==> config.mk <==
export PLATFORM = sky130hd
export DESIGN_NAME = im_loader_flat
export DESIGN_NICKNAME = d
export VERILOG_FILES = /design/src/rtl/im_loader_pkg.sv /design/src/rtl/im_loader_if.sv /design/src/rtl/im_loader_asm.sv /design/src/rtl/im_loader.sv /design/src/flat_wrapper.sv
export SDC_FILE = /design/constraint.sdc
export NUM_CORES = 1
export LEC_CHECK = 0
export ABC_AREA = 1
export ABC_CLOCK_PERIOD_IN_PS = 2700
export CAP_MARGIN = 20
export CORE_MARGIN = 4
export CORE_UTILIZATION = 50
export CTS_CLUSTER_SIZE = 16
export DETAILED_ROUTE_END_ITERATION = 6
export PLACE_DENSITY = 0.75
export SYNTH_ARGS = -nofsm -noshare
export SYNTH_HDL_FRONTEND = slang
export SYNTH_SLANG_ARGS = --single-unit
==> constraint.sdc <==
create_clock -name CLK -period 2.7 [get_ports CLK]
set_clock_uncertainty 0.1 [all_clocks]
set_input_delay 0.675 -clock CLK [delete_from_list [all_inputs] [get_ports CLK]]
set_output_delay 0.675 -clock CLK [all_outputs]
set_load 0.01 [all_outputs]
==> src/rtl/im_loader_pkg.sv <==
// rtl/im_loader_pkg.sv - shared types and constants for the instruction memory loader
package im_loader_pkg;

  localparam int         BYTES_PER_INST = 3;
  localparam logic [7:0] SYNC_BYTE_DEF  = 8'hA5;

  typedef enum logic [2:0] {
    ST_IDLE,
    ST_CNT,
    ST_B0,
    ST_B1,
    ST_B2,
    ST_CHK,
    ST_DONE
  } state_t;

endpackage

==> src/rtl/im_loader_if.sv <==
// rtl/im_loader_if.sv - byte stream input, IM write port and load status bundle
interface im_loader_if #(
  parameter int IM_AW  = 8,
  parameter int INST_W = 19
);

  logic              in_valid;
  logic [7:0]        in_data;
  logic              in_ready;
  logic              im_wrt_en;
  logic [IM_AW-1:0]  im_wrt_addr;
  logic [INST_W-1:0] im_wrt_inst;
  logic              cpu_hold;
  logic              load_done;
  logic              load_err;
  logic [IM_AW:0]    words_loaded;

  modport master (
    input  in_valid, in_data,
    output in_ready, im_wrt_en, im_wrt_addr, im_wrt_inst,
    output cpu_hold, load_done, load_err, words_loaded
  );

  modport slave (
    output in_valid, in_data,
    input  in_ready, im_wrt_en, im_wrt_addr, im_wrt_inst,
    input  cpu_hold, load_done, load_err, words_loaded
  );

endinterface

==> src/rtl/im_loader_asm.sv <==
// rtl/im_loader_asm.sv - assembles three little-endian bytes into one instruction word
module im_loader_asm
  import im_loader_pkg::*;
#(
  parameter int INST_W = 19
) (
  input  logic              clk,
  input  logic              rst_n,
  input  logic              clr,
  input  logic              byte_en,
  input  logic [7:0]        byte_data,
  output logic              word_done,
  output logic [INST_W-1:0] inst
);

  localparam logic [1:0] LAST_IDX = 2'(BYTES_PER_INST - 1);

  logic [1:0] byte_idx;
  logic [7:0] b0;
  logic [7:0] b1;

  assign word_done = byte_en && (byte_idx == LAST_IDX);

  // The word is latched on the third byte so it is stable during the following write cycle.
  always_ff @(posedge clk or negedge rst_n) begin
    if (!rst_n) begin
      byte_idx <= 2'd0;
      b0       <= 8'd0;
      b1       <= 8'd0;
      inst     <= '0;
    end else if (clr) begin
      byte_idx <= 2'd0;
    end else if (byte_en) begin
      case (byte_idx)
        2'd0:    b0 <= byte_data;
        2'd1:    b1 <= byte_data;
        default: inst <= {byte_data[INST_W-17:0], b1, b0};
      endcase
      byte_idx <= word_done ? 2'd0 : byte_idx + 2'd1;
    end
  end

endmodule

==> src/rtl/im_loader.sv <==
// rtl/im_loader.sv - boot-time byte-stream loader for the instruction memory
// Optional trailing checksum byte enabled by IM_LOADER_CHECKSUM_EN.
module im_loader
  import im_loader_pkg::*;
#(
  parameter int         IM_AW     = 8,
  parameter int         INST_W    = 19,
  parameter logic [7:0] SYNC_BYTE = SYNC_BYTE_DEF
) (
  input logic        CLK,
  input logic        RESET_N,
  im_loader_if.master bus
);

  localparam logic [IM_AW:0] MAX_WORDS = {1'b1, {IM_AW{1'b0}}};
  localparam logic [IM_AW:0] ONE       = (IM_AW+1)'(1);

  state_t           state;
  state_t           state_n;
  logic             xfer;
  logic             sync_accept;
  logic             byte_en;
  logic             word_done;
  logic             last_word;
  logic [IM_AW:0]   n_total;
  logic [IM_AW:0]   acc_cnt;
  logic [IM_AW:0]   acc_next;
  logic [IM_AW:0]   words_loaded;
  logic [IM_AW-1:0] wr_addr;
  logic             wr_en;
  logic             done_r;
  logic [INST_W-1:0] inst;
`ifdef IM_LOADER_CHECKSUM_EN
  logic [7:0]       chk;
  logic             err_r;
`endif

  assign bus.in_ready  = (state != ST_DONE);
  assign xfer          = bus.in_valid && bus.in_ready;
  assign sync_accept   = xfer && (state == ST_IDLE) && (bus.in_data == SYNC_BYTE);
  assign byte_en       = xfer && ((state == ST_B0) || (state == ST_B1) || (state == ST_B2));
  assign acc_next      = acc_cnt + ONE;
  assign last_word     = (acc_next == n_total);

  im_loader_asm #(.INST_W(INST_W)) u_asm (
    .clk       (CLK),
    .rst_n     (RESET_N),
    .clr       (sync_accept),
    .byte_en   (byte_en),
    .byte_data (bus.in_data),
    .word_done (word_done),
    .inst      (inst)
  );

  always_ff @(posedge CLK or negedge RESET_N) begin
    if (!RESET_N) state <= ST_IDLE;
    else          state <= state_n;
  end

  always_comb begin
    state_n = state;
    case (state)
      ST_IDLE: if (sync_accept) state_n = ST_CNT;
      ST_CNT:  if (xfer) state_n = ST_B0;
      ST_B0:   if (xfer) state_n = ST_B1;
      ST_B1:   if (xfer) state_n = ST_B2;
      ST_B2: begin
        if (xfer) begin
`ifdef IM_LOADER_CHECKSUM_EN
          state_n = last_word ? ST_CHK : ST_B0;
`else
          state_n = last_word ? ST_DONE : ST_B0;
`endif
        end
      end
`ifdef IM_LOADER_CHECKSUM_EN
      ST_CHK:  if (xfer) state_n = (bus.in_data == chk) ? ST_DONE : ST_IDLE;
`endif
      ST_DONE: state_n = ST_DONE;
      default: state_n = ST_IDLE;
    endcase
  end

  // The write strobe trails the third byte by one cycle; reset drops it.
  always_ff @(posedge CLK or negedge RESET_N) begin
    if (!RESET_N) begin
      n_total      <= '0;
      acc_cnt      <= '0;
      words_loaded <= '0;
      wr_addr      <= '0;
      wr_en        <= 1'b0;
      done_r       <= 1'b0;
    end else begin
      wr_en <= word_done;
      if (word_done) begin
        wr_addr <= acc_cnt[IM_AW-1:0];
        acc_cnt <= acc_next;
      end
      if (wr_en) words_loaded <= words_loaded + ONE;
      if (xfer && (state == ST_CNT))
        n_total <= (bus.in_data == 8'd0) ? MAX_WORDS : (IM_AW+1)'(bus.in_data);
      if (state == ST_DONE) done_r <= 1'b1;
      if (sync_accept) begin
        acc_cnt      <= '0;
        words_loaded <= '0;
      end
    end
  end

`ifdef IM_LOADER_CHECKSUM_EN
  always_ff @(posedge CLK or negedge RESET_N) begin
    if (!RESET_N) begin
      chk   <= 8'd0;
      err_r <= 1'b0;
    end else begin
      if (sync_accept) begin
        chk   <= 8'd0;
        err_r <= 1'b0;
      end else if (xfer && (state == ST_CNT)) begin
        chk <= bus.in_data;
      end else if (byte_en) begin
        chk <= chk ^ bus.in_data;
      end else if (xfer && (state == ST_CHK) && (bus.in_data != chk)) begin
        err_r <= 1'b1;
      end
    end
  end

  assign bus.load_err = err_r;
`else
  assign bus.load_err = 1'b0;
`endif

  assign bus.im_wrt_en    = wr_en;
  assign bus.im_wrt_addr  = wr_addr;
  assign bus.im_wrt_inst  = inst;
  assign bus.words_loaded = words_loaded;
  assign bus.load_done    = done_r;
  assign bus.cpu_hold     = ~done_r;

endmodule

==> src/flat_wrapper.sv <==
// flat-port wrapper written by rule: the top's interface ports become plain ports
module im_loader_flat import im_loader_pkg::*;
#(
  parameter int         IM_AW     = 8,
  parameter int         INST_W    = 19,
  parameter logic [7:0] SYNC_BYTE = SYNC_BYTE_DEF
)
  (CLK, RESET_N, bus_in_valid, bus_in_data, bus_in_ready, bus_im_wrt_en, bus_im_wrt_addr, bus_im_wrt_inst, bus_cpu_hold, bus_load_done, bus_load_err, bus_words_loaded);
  im_loader_if #(.IM_AW(IM_AW), .INST_W(INST_W)) bus_i ();
  input logic CLK;
  input logic RESET_N;
  input wire logic [$bits(bus_i.in_valid)-1:0] bus_in_valid;
  input wire logic [$bits(bus_i.in_data)-1:0] bus_in_data;
  output wire logic [$bits(bus_i.in_ready)-1:0] bus_in_ready;
  output wire logic [$bits(bus_i.im_wrt_en)-1:0] bus_im_wrt_en;
  output wire logic [$bits(bus_i.im_wrt_addr)-1:0] bus_im_wrt_addr;
  output wire logic [$bits(bus_i.im_wrt_inst)-1:0] bus_im_wrt_inst;
  output wire logic [$bits(bus_i.cpu_hold)-1:0] bus_cpu_hold;
  output wire logic [$bits(bus_i.load_done)-1:0] bus_load_done;
  output wire logic [$bits(bus_i.load_err)-1:0] bus_load_err;
  output wire logic [$bits(bus_i.words_loaded)-1:0] bus_words_loaded;
  assign bus_i.in_valid = bus_in_valid;
  assign bus_i.in_data = bus_in_data;
  assign bus_in_ready = bus_i.in_ready;
  assign bus_im_wrt_en = bus_i.im_wrt_en;
  assign bus_im_wrt_addr = bus_i.im_wrt_addr;
  assign bus_im_wrt_inst = bus_i.im_wrt_inst;
  assign bus_cpu_hold = bus_i.cpu_hold;
  assign bus_load_done = bus_i.load_done;
  assign bus_load_err = bus_i.load_err;
  assign bus_words_loaded = bus_i.words_loaded;
  im_loader #(.IM_AW(IM_AW), .INST_W(INST_W), .SYNC_BYTE(SYNC_BYTE)) u_core (.CLK(CLK), .RESET_N(RESET_N), .bus(bus_i));
endmodule
==> results by stage, run 1 <==
Final layout:
- Cells fill 62.9% of the core in the end.
- Once layout is done, the placed cells without fillers occupy 4270 um^2.
- The fraction of layout cells with a size suffix above 1 is 8.26%.
- The repair_antennas step left the layout with diodes totalling 0.
- The filler cell count in the final layout is 593.
- The layout-stage area growth over the synthesis result is 22.5%.
- The most common cell after layout, fill and taps aside is nand2_1.
- In the layout the commonest cells are nand2_1 (129), dfrtp_1 (77), clkdlybuf4s50_1 (49), inv_1 (38), o21ai_1 (31).
- The final layout contains 468 nets.

Floorplanning:
- The number of ports placed on the die boundary is 52.
- The floorplan step set the die height to 91.5 um.
- After floorplanning, the core was sized to cover 6790 um^2.
- The initialized floorplan defines 30 standard-cell rows.
- The die extent in x is 91.5 um.
- The die footprint is 8370 um^2.
- The initial utilization of the core area, before any placement, comes to 51.3%.

Setup path:
- STA classifies the critical path startpoint as a register.
- By startpoint and endpoint, the worst setup path is classified as register to primary output.
- At the worst endpoint, the required time is 1.92 ns.
- The largest individual stage delay along the critical path comes from the cell clkdlybuf4s50_1.
- On the worst path, the slowest cell contributes a delay of 0.54 ns.
- The worst setup path is captured at a primary output.
- The biggest fanout along the worst timing path is 4.
- The signal on the critical path passes through inv_2 -> nor2_2 -> nand2_2 -> clkdlybuf4s50_1.
- Data arrives at the worst endpoint at 1.55 ns.

CTS:
- In this run the clock root is driven by a clkbuf_8.
- TritonCTS created 9 clock buffers.
- The insertion delay of the later-clocked pin in the worst-skew pair is 0.35 ns.
- TritonCTS built the clock tree.
- The clock-pin slew on the worst setup and hold paths is 0.09 ns.
- In this run the post-CTS setup repair buffer count came out at 0.
- The clock passes through at most 2 buffers.
- The number of gates resized after CTS was 0.
- The number of hold buffers added after CTS was 0.
- CTS saw 77 sinks.
- The number of H-tree levels is 3.

Yosys:
- The biggest area contributor in the post-synthesis netlist is dfrtp_1.
- The number of synthesized register bits is 77.
- Among all flip-flop cells after synthesis, the most frequent one is dfrtp_1.
- The mapped netlist covers 3490 um^2.
- The total number of yosys warnings is 0.
- After synthesis, the cell types taking the most area are dfrtp_1 (55%), nand2_1 (14%), o21ai_1 (4.4%).
- The synthesized design contains 0 enable-type register cells.
- The mean instance size in the synthesized netlist is 8.72 um^2.
- The post-synthesis cell count is 400.
- When the netlist entered floorplanning its net count stood at 413.
- Of all flip-flops after synthesis, the portion carrying an async set or reset was 100%.
- The fraction of synthesized cell area taken by the top area cell type is 55.3%.
- Counting distinct cell types in the post-synthesis netlist gives 34.
- The share of the yosys chip area belonging to registers is 55.3%.

Timing:
- The final worst-path cycle share is 85.9%.
- Setup repair after global routing left no endpoint under its margin.
- The worst setup slack after layout is 0.380 ns.
- The number of max-slew violations in the final report is 0.
- The final sum of negative setup slack is 0 ns.
- The total count of hold-check failures in the final report is 0.
- Setup violations remaining at the end of the flow were counted as 0.
- The maximum clock rate is 0.431 GHz.
- The worst path needs 2.32 ns of the cycle, external delays included.

Place:
- The half-perimeter wire length after detailed placement is 5.39 mm.
- The congestion estimate from routability-driven global placement came to 0.881.
- The placed standard-cell area is 4070 um^2.
- Before CTS, the worst setup slack after placement is 0.286 ns.
- The count of buffers added on input and output ports is 50.

Global routing:
- The initial antenna violation count is 0.
- The via count of the first global-routing pass was 2,817.
- The first-pass GRT wire length is 12.9 mm.
- The overall fraction of global-route tracks in use is 19.3%.
- Summed over all layers, the global routing overflow is 0.
- The maximum number of pins on one net before global-route repair is 48.

Pwr:
- The leakage power summed over all cells is 2.09 nW.
- The largest vdd supply drop is 0.588 mV.
- Dividing total power by cell area gives a power density of 1110 nW/um^2.

Worst hold path:
- The path class of the tightest hold or removal check is input pin to asynchronous set/reset pin.

Run status:
- The flow ran to the end, and the final reports show no timing, DRC or antenna violations.

Routing:
- The number of nets still failing antenna checks after routing is 0.
- The vias after detailed routing is 2,841.
- The first detailed-routing pass took 4 iterations.
- The aggregate routed wire length is 7.46 mm.
- Dividing the detail-routed via count by the number of cells gives 5.11.
- The detailed router's first-iteration violation count is 218.
- The remaining design rule violation count is 0.
- The average wire per cell in the routed design is 13.4 um.

Flow run:
- The tool flagged a number of max-cap violations equal to 0.
per-stage QoR:
stage               cells  hold WS [ns]  power (mW)
CTS                   556         0.158        4.77
global route          556         0.162        5.12
global placement      540         0.357        3.81
detailed placement    540         0.361        3.88
finish                556         0.151        4.74
floorplan             400         0.279        3.12
routing by layer:
metal / share of wire (%) / global-route usage (%)
met3: 4.4 / 4.47
met1: 45 / 25.6
met2: 49 / 31.3
met5: 0 / 0
met4: 1.4 / 6.03
kinds of logic (layout without fill, tap and decap cells):
| logic type | count (synthesis) | after routing | synth area share [%] |
|---|---|---|---|
| AO/OA/AOI/OAI | 69 | 69 | 10.4 |
| multiplexers | 1 | 1 | 0.287 |
| XOR/XNOR | 3 | 3 | 1.15 |
| flip-flops | 77 | 77 | 55.3 |
| adder cells (fa/ha/maj) | 2 | 2 | 0.718 |
| other | 1 | 1 | 0.108 |
| buffers and inverters | 54 | 114 | 6.78 |
| AND/OR/NAND/NOR | 193 | 193 | 25.3 |
layout make-up:
class | instances | area [um^2] | share of cell area, %
Timing Repair Buffer | 53 | 533 | 12.5
Clock inverter | 7 | 75.1 | 1.76
Multi-Input combinational cell | 269 | 1320 | 31.0
Clock buffer | 9 | 124 | 2.90
Sequential cell | 77 | 1930 | 45.1
Inverter | 45 | 169 | 3.95
Tap cell | 96 | 120 | 2.81
final timing paths:
kind                                            from               endpoint  cells after the start  slack, ns
worst max-delay path                 u_core.state[1]           bus_in_ready                      4       0.38
worst min-delay path                         RESET_N   u_core.u_asm.inst[8]                      1       0.15
worst max register to register       u_core.state[0]  u_core.u_asm.inst[17]                      9       0.87
worst min register to register  u_core.u_asm.inst[5]   u_core.u_asm.inst[5]                      2       0.38
max in group asynchronous                    RESET_N      u_core.acc_cnt[5]                      2       1.77
min in group CLK                u_core.u_asm.inst[5]   u_core.u_asm.inst[5]                      2       0.38
worst max-delay path: cells and delay by family, from the launching register on:
family                 cells  cell delay [ns]
buffers and inverters      2             0.64
flip-flops                 1             0.43
AND/OR/NAND/NOR            2             0.13
Yosys cell counts (all sizes together) (2+ instances only):
cell type	n
ha	2
nor2	21
nor3	4
inv	45
nand3b	4
o21ai	53
buf	8
a21oi	8
nand3	20
nand4	9
nand2	133
o22ai	6
dfrtp	77
registers in the layout, indices dropped and copies added (netlist names):
name	cells
u_core.bus.im_wrt_addr	8
u_core.n_total	9
u_core.u_asm.b0	8
u_core.u_asm.b1	8
u_core.state	3
u_core.u_asm.inst	19
u_core.bus.words_loaded	9
u_core.u_asm.byte_idx	2
u_core.bus.im_wrt_en	1
u_core.bus.load_done	1
u_core.acc_cnt	9
where the power goes:
part / leakage [nW] / total, mW / switching (mW) / internal [mW]
clock network: 0.0918 / 0.879 / 0.449 / 0.430
registers: 0.974 / 1.97 / 0.332 / 1.64
logic: 1.02 / 1.89 / 1.02 / 0.869
total: 2.09 / 4.74 / 1.80 / 2.94
(Power assumes the default switching activity.)
==> run 2: changes to the inputs <==
--- a/config.mk
+++ b/config.mk
@@ -10,7 +10,7 @@
 export CAP_MARGIN = 20
 export CORE_MARGIN = 4
 export CORE_UTILIZATION = 50
-export CTS_CLUSTER_SIZE = 16
+export CTS_CLUSTER_SIZE = 14
 export DETAILED_ROUTE_END_ITERATION = 6
 export PLACE_DENSITY = 0.75
 export SYNTH_ARGS = -nofsm -noshare
==> results of run 2 <==
The final DEF is identical to that of run 1; final timing and power are the same.
==> run 3: changes to the inputs <==
--- a/config.mk
+++ b/config.mk
@@ -12,6 +12,7 @@
 export CORE_UTILIZATION = 50
 export CTS_CLUSTER_SIZE = 14
 export DETAILED_ROUTE_END_ITERATION = 6
+export HOLD_SLACK_MARGIN = 0.02
 export PLACE_DENSITY = 0.75
 export SYNTH_ARGS = -nofsm -noshare
 export SYNTH_HDL_FRONTEND = slang
==> results of run 3 <==
The final DEF is identical to that of run 1; final timing and power are the same.
